[config.mk]
export PLATFORM = sky130hd
export DESIGN_NAME = mips_mem_arbiter
export DESIGN_NICKNAME = d
export VERILOG_FILES = /design/src/rtl/mips_bus_pkg.sv /design/src/rtl/mips_arb_select.sv /design/src/rtl/mips_mem_arbiter.sv
export SDC_FILE = /design/constraint.sdc
export NUM_CORES = 1
export LEC_CHECK = 0
export CORE_MARGIN = 2
export CORE_UTILIZATION = 30
export CTS_BUF_LIST = sky130_fd_sc_hd__clkbuf_4
export CTS_CLUSTER_SIZE = 16
export DETAILED_ROUTE_END_ITERATION = 10
export PLACE_DENSITY = 0.71
export SYNTH_ARGS = -nofsm -noshare
export SYNTH_HDL_FRONTEND = slang
export SYNTH_SLANG_ARGS = --single-unit
[constraint.sdc]
create_clock -name clk -period 3.1 [get_ports clk]
set_clock_uncertainty 0.2 [all_clocks]
set_input_delay 0.62 -clock clk [delete_from_list [all_inputs] [get_ports clk]]
set_output_delay 0.62 -clock clk [all_outputs]
set_load 0.1 [all_outputs]
[src/rtl/mips_bus_pkg.sv]
// mips_bus_pkg
// Shared types and constants for the mips_cpu_bus memory arbiter slice.
//   arb_state_t : arbiter FSM states (idle, bus command in flight, read response)
//   owner_t     : which requester owns the current transaction (fetch or data)
//   BE_ALL      : full-word byte enable for a 32-bit bus
//   other_owner : returns the requester that is not the given one
package mips_bus_pkg;

  typedef enum logic [1:0] {
    ARB_IDLE  = 2'd0,
    ARB_ISSUE = 2'd1,
    ARB_RESP  = 2'd2
  } arb_state_t;

  typedef enum logic {
    OWNER_I = 1'b0,
    OWNER_D = 1'b1
  } owner_t;

  localparam logic [3:0] BE_ALL = 4'b1111;

  // Used by the round-robin picker to hand the bus to whoever did not
  // get it last time.
  function automatic owner_t other_owner(input owner_t o);
    return (o == OWNER_I) ? OWNER_D : OWNER_I;
  endfunction

endpackage

[src/rtl/mips_arb_select.sv]
// mips_arb_select
// Combinational picker that decides which requester the arbiter latches
// when it is idle.
// Build option: MIPS_ARB_RR_EN
//   defined   : simultaneous requests go to the requester that is not last_grant
//   undefined : simultaneous requests go to the data port (D over I)
// Ports:
//   i_req      in   fetch request pending
//   d_req      in   data request pending
//   last_grant in   requester latched most recently
//   owner      out  requester to latch this cycle (only meaningful if a req is set)
module mips_arb_select
  import mips_bus_pkg::*;
(
  input  logic   i_req,
  input  logic   d_req,
  input  owner_t last_grant,
  output owner_t owner
);

  // A lone request always wins. On a collision the build option decides
  // between alternating and fixed data-first priority. With no request the
  // output simply parks on last_grant; the arbiter ignores it then.
  always_comb begin
    owner = last_grant;
    if (i_req && d_req) begin
`ifdef MIPS_ARB_RR_EN
      owner = other_owner(last_grant);
`else
      owner = OWNER_D;
`endif
    end else if (d_req) begin
      owner = OWNER_D;
    end else if (i_req) begin
      owner = OWNER_I;
    end
  end

endmodule

[src/rtl/mips_mem_arbiter.sv]
// mips_mem_arbiter
// Shares the single Avalon-MM master port of mips_cpu_bus between the
// instruction fetch unit (I) and the load/store unit (D). One transaction
// is latched at a time, held stable on the bus through waitrequest, and a
// read returns its data with a one-cycle valid pulse to the issuer.
// Build option: MIPS_ARB_RR_EN (round-robin on collisions instead of D over I)
// Parameters:
//   ADDR_W  bus address width
//   DATA_W  bus data width (byte enables are DATA_W/8 wide)
// Ports:
//   clk, reset                     clock, synchronous active-high reset
//   i_req/i_addr                   fetch request (always a full-word read)
//   i_gnt/i_rvalid/i_rdata         fetch accept pulse, read data pulse, data
//   d_req/d_we/d_addr/d_wdata/d_be load/store request
//   d_gnt/d_rvalid/d_rdata         data accept pulse, read data pulse, data
//   address/read/write/writedata/byteenable/waitrequest/readdata
//                                  Avalon-MM master port
module mips_mem_arbiter
  import mips_bus_pkg::*;
#(
  parameter int ADDR_W = 32,
  parameter int DATA_W = 32
) (
  input  logic                clk,
  input  logic                reset,
  input  logic                i_req,
  input  logic [ADDR_W-1:0]   i_addr,
  output logic                i_gnt,
  output logic                i_rvalid,
  output logic [DATA_W-1:0]   i_rdata,
  input  logic                d_req,
  input  logic                d_we,
  input  logic [ADDR_W-1:0]   d_addr,
  input  logic [DATA_W-1:0]   d_wdata,
  input  logic [DATA_W/8-1:0] d_be,
  output logic                d_gnt,
  output logic                d_rvalid,
  output logic [DATA_W-1:0]   d_rdata,
  output logic [ADDR_W-1:0]   address,
  output logic                read,
  output logic                write,
  output logic [DATA_W-1:0]   writedata,
  output logic [DATA_W/8-1:0] byteenable,
  input  logic                waitrequest,
  input  logic [DATA_W-1:0]   readdata
);

  localparam int BE_W = DATA_W / 8;

  arb_state_t state, state_next;
  owner_t     pick, last_grant, cmd_owner;

  logic [ADDR_W-1:0] cmd_addr;
  logic              cmd_we;
  logic [DATA_W-1:0] cmd_wdata;
  logic [BE_W-1:0]   cmd_be;

  logic any_req;
  logic latch;
  logic null_write;
  logic accepted;

  assign any_req = i_req | d_req;
  assign latch   = (state == ARB_IDLE) && any_req;

  // A store with no byte lanes enabled has nothing to put on the bus, so it
  // is acknowledged immediately and never raises write.
  assign null_write = cmd_we && (cmd_be == '0);

  // The command leaves ISSUE either when the slave drops waitrequest or
  // when there was never a bus cycle to begin with.
  assign accepted = (state == ARB_ISSUE) && (null_write || !waitrequest);

  mips_arb_select u_select (
    .i_req      (i_req),
    .d_req      (d_req),
    .last_grant (last_grant),
    .owner      (pick)
  );

`ifdef MIPS_ARB_RR_EN
  // Remember who was latched last so the next collision goes the other way.
  // Fetch counts as the previous owner out of reset, so the first collision
  // favours the data port.
  always_ff @(posedge clk) begin
    if (reset) begin
      last_grant <= OWNER_I;
    end else if (latch) begin
      last_grant <= pick;
    end
  end
`else
  assign last_grant = OWNER_I;
`endif

  // State register. Reset abandons whatever transaction is in flight; since
  // the bus outputs decode from the state, read/write fall on this edge.
  always_ff @(posedge clk) begin
    if (reset) begin
      state <= ARB_IDLE;
    end else begin
      state <= state_next;
    end
  end

  // Command registers. They are loaded only while idle and then stay frozen
  // so the bus sees a stable command for as long as waitrequest stalls it,
  // even if the requester misbehaves and changes or drops its inputs.
  // A fetch is always a full-word read.
  always_ff @(posedge clk) begin
    if (reset) begin
      cmd_owner <= OWNER_I;
      cmd_addr  <= '0;
      cmd_we    <= 1'b0;
      cmd_wdata <= '0;
      cmd_be    <= '0;
    end else if (latch) begin
      cmd_owner <= pick;
      if (pick == OWNER_D) begin
        cmd_addr  <= d_addr;
        cmd_we    <= d_we;
        cmd_wdata <= d_wdata;
        cmd_be    <= d_be;
      end else begin
        cmd_addr  <= i_addr;
        cmd_we    <= 1'b0;
        cmd_wdata <= '0;
        cmd_be    <= {BE_W{1'b1}};
      end
    end
  end

  // Next-state and output decode. The bus is quiet outside ISSUE. Grants
  // pulse combinationally in the acceptance cycle, and read data is passed
  // straight through from the slave in the following RESP cycle. Neither
  // pulse is allowed while reset is asserted, so an abandoned transaction
  // never reports completion.
  always_comb begin
    state_next = state;
    address    = '0;
    read       = 1'b0;
    write      = 1'b0;
    writedata  = '0;
    byteenable = '0;
    i_gnt      = 1'b0;
    d_gnt      = 1'b0;
    i_rvalid   = 1'b0;
    d_rvalid   = 1'b0;
    i_rdata    = '0;
    d_rdata    = '0;

    case (state)
      ARB_IDLE: begin
        if (any_req) begin
          state_next = ARB_ISSUE;
        end
      end

      ARB_ISSUE: begin
        if (!null_write) begin
          address    = cmd_addr;
          read       = !cmd_we;
          write      = cmd_we;
          writedata  = cmd_wdata;
          byteenable = cmd_be;
        end
        if (accepted) begin
          state_next = cmd_we ? ARB_IDLE : ARB_RESP;
          if (!reset) begin
            if (cmd_owner == OWNER_D) begin
              d_gnt = 1'b1;
            end else begin
              i_gnt = 1'b1;
            end
          end
        end
      end

      ARB_RESP: begin
        state_next = ARB_IDLE;
        if (!reset) begin
          if (cmd_owner == OWNER_D) begin
            d_rvalid = 1'b1;
            d_rdata  = readdata;
          end else begin
            i_rvalid = 1'b1;
            i_rdata  = readdata;
          end
        end
      end

      default: begin
        state_next = ARB_IDLE;
      end
    endcase
  end

endmodule

==> impl_results.md <==
* RSZ-0062 raised after global routing: false
* P_leak at 3.27 nW
* Skew-Pair Late Insertion Delay at roughly 0.42 ns
* Area Overhead vs Synth at 112%
* Largest net degree at the start of global routing at 38
* Critical R2R Capture: cmd_wdata[0]$_SDFFE_PP0P_
* # clock sinks at 72
* Grt ovf at 0
* Simple-gate portion of the synthesized area at 0.245
* R2r setup slk at approximately 0.98 ns
* Fin util at 0.653
* Crit-path max FO at 3
* Ys Warns at 0
* Post-synth top flop: dfxtp_1
* I/O Buffers at 275
* Final instance area at 8240 um2
* Hold Worst Slack at 0.281 ns
* Status: complete, no violations
* Starting Density at 0.307
* Cells after Synth at 400
* Peak supply drop at 229 uV
* Final net count at 800
* Proportion of layout cells with a drive suffix above 1 at 0.343
* Compound-gate portion of the synthesized area at 0.243
* CP arrival at around 2.1 ns
* Worst Tran Pin Value at 0.804 ns
* CP Launch Type: register
* Total placed cells including tap cells at 819
* Post-DRT Antenna Nets at 0
* Ports at 276
* Via/cell ratio at 4.79
* Area post-placement at 8060 um2
* Xor and xnor area share after synthesis at 0
* WL/cell at 18.0 um
* CTS tree: yes
* Post-synth EDFFs at 0
* Die X at 118 um
* Synthesized area per cell at between 9 and 10 um2
* Clock transition at path regs at ~0.12 ns
* Post-DP HPWL at around 11 mm
* Full die area at 13900 um2
* HP Class: reg -> reg
* Final Critical Period at 2.91 ns
* Number of global-route vias before repair at 4150
* Post-Route WL at 15.1 mm
* Area of the core at 12600 um2
* N_diodes at 0
* First-pass iteration count of the detailed router at 4
* First-pass GRT wire length at between 20 and 25 mm
* Multiplexer share of the synthesized area at 0.0826
* Final setup viols at 0
* Main combinational cell family by area after synthesis: simple AND/OR/NAND/NOR gates
* Critical R2R Launch: state[0]$_SDFFE_PP0P_
* Post-route DRC at 0
* Hold Crit Depth at 1
* Hold EP: cmd_wdata[15]$_SDFFE_PP0P_
* Root Buffer: clkbuf_4
* Pwr Density at roughly 350 nW/um2
* Setup ws final at 0.190 ns
* Non-filler instance count after layout at 839
* Routability Congestion at slightly above 0.9
* # rows at 41
* Initial DRC Count at about 240
* Slew HR at 0.463
* DP Worst Slack at 0.346 ns
* Crit end category: output port
* Final Hold Viols at 0
* FMAX at 344 MHz
* Period utilization at 0.939
* Fraction of the mapped netlist area in adder cells at 0
* Longest Clk Path Bufs at 2
* Max cap viols at 0
* Min-delay src: cmd_wdata[15]$_SDFFE_PP0P_
* Routed via count at 4017
* GRT Util Overall at 0.216
* Hold_buf cts at 0
* Mapped cell area at 3880 um2
* Seq/Total Area, Yosys at 0.371
* H-Tree Depth at 3
* FF-to-FF path depth at 3
* Die extent in y at 118 um
* Initial antenna violation count at 0
* Seq cells post-synth at 72
* Max Slew Vio Count at 0
* Async SR Flop Fraction at 0
* Req. time, crit path at between 2 and 2.5 ns
* WS Path Type: reg -> out
* Synth cell types at 29
* Post-synthesis net count at ~540
* CTS Buf Count at 9
-- how the worst max path moves through the flow --
stage	from	to	slack, ns	depth (start not counted)
finish	cmd_be[2]$_SDFFE_PP0P_	i_gnt	0.19	4
global route	state[0]$_SDFFE_PP0P_	writedata[15]	0.07	5
CTS	state[0]$_SDFFE_PP0P_	writedata[17]	0.03	5
detailed placement	waitrequest	i_gnt	0.35	3
global placement	waitrequest	i_gnt	0.38	3
floorplan	cmd_be[3]$_SDFFE_PP0P_	d_gnt	-0.56	3
-- cell usage in the layout, fill, tap and decap left out, types with 2 or more instances in the layout --
cell	count
clkinvlp_4	2
dfxtp_1	72
clkinv_2	4
mux2i_1	32
buf_4	18
a2111oi_4	2
clkbuf_4	9
buf_12	133
o221a_1	4
a211oi_2	30
buf_2	2
nor2_1	2
a21oi_2	2
nand2_1	2
and2_2	18
a21oi_1	33
a211oi_1	2
and2_1	114
clkdlybuf4s50_1	135
a22o_1	34
-- logic make-up (layout without fill, tap and decap cells) --
logic type | count (synthesis) | count (layout)
and+or+nand+nor | 148 | 148
buffers and inverters | 40 | 306
muxes | 32 | 32
DFF | 72 | 72
AOI/OAI and AO/OA | 108 | 109
-- metal layers --
| layer | track usage | vias to the layer above | share of wire |
|---|---|---|---|
| met5 | 0 | - | 0 |
| met4 | 0.0444 | 0 | 0.012 |
| met3 | 0.0644 | 14 | 0.070 |
| met2 | 0.368 | 174 | 0.50 |
| met1 | 0.271 | 1902 | 0.42 |
| li1 | - | 1927 | - |
-- area by class of cell --
class	instances	area (um2)
Fill cell	1005	4380
Timing Repair Buffer	288	4160
Multi-Input combinational cell	289	2310
Sequential cell	72	1440
Tap cell	172	215
Clock buffer	9	67.6
Clock inverter	7	38.8
Inverter	2	7.51
-- stage by stage --
stage	total power, W	TNS, ns
after global routing	0.00300	0
after global placement	0.00234	0
after floorplan	0.00185	-1.11
after detailed placement	0.00237	0
after CTS	0.00290	0
final	0.00288	0
-- worst max-delay path, stage by stage, from the launching register on --
cell,delay (ns)
dfxtp_1,0.38
nor4_4,0.33
nand2_1,0.21
a2111oi_4,0.52
buf_12,0.23
-- timing repair --
item | CTS | global route
buffers inserted | 3 | 0
resized for setup | 3 | 1
endpoints found under the setup margin | 47 | 63
pin swaps | 1 | 0
hold endpoints to repair | 0 | 0
gates cloned | 1 | 0
-- cells in the mapped netlist, drive strengths merged (4+ instances only) --
cell | number | area [um2]
a211oi | 32 | 390
buf | 17 | 141
a21oi | 35 | 183
o221a | 4 | 45.0
a22o | 34 | 298
dfxtp | 72 | 1440
nor2 | 4 | 25.0
mux2i | 32 | 320
and2 | 133 | 835
clkbuf | 21 | 78.8
-- power by group --
| group | internal, W | total, W | switching (W) | leakage, nW |
|---|---|---|---|---|
| combinational | 0.000527 | 0.00130 | 0.000768 | 2.61 |
| sequential | 0.00102 | 0.00108 | 0.0000572 | 0.595 |
| clock | 0.000156 | 0.000505 | 0.000349 | 0.0589 |
-- state kept, by name (all words and copies together), names as in the netlist --
name / flops
cmd_wdata: 32
cmd_owner: 1
cmd_we: 1
state: 2
cmd_be: 4
cmd_addr: 32
No activity file was read; power rests on OpenSTA's default activity.
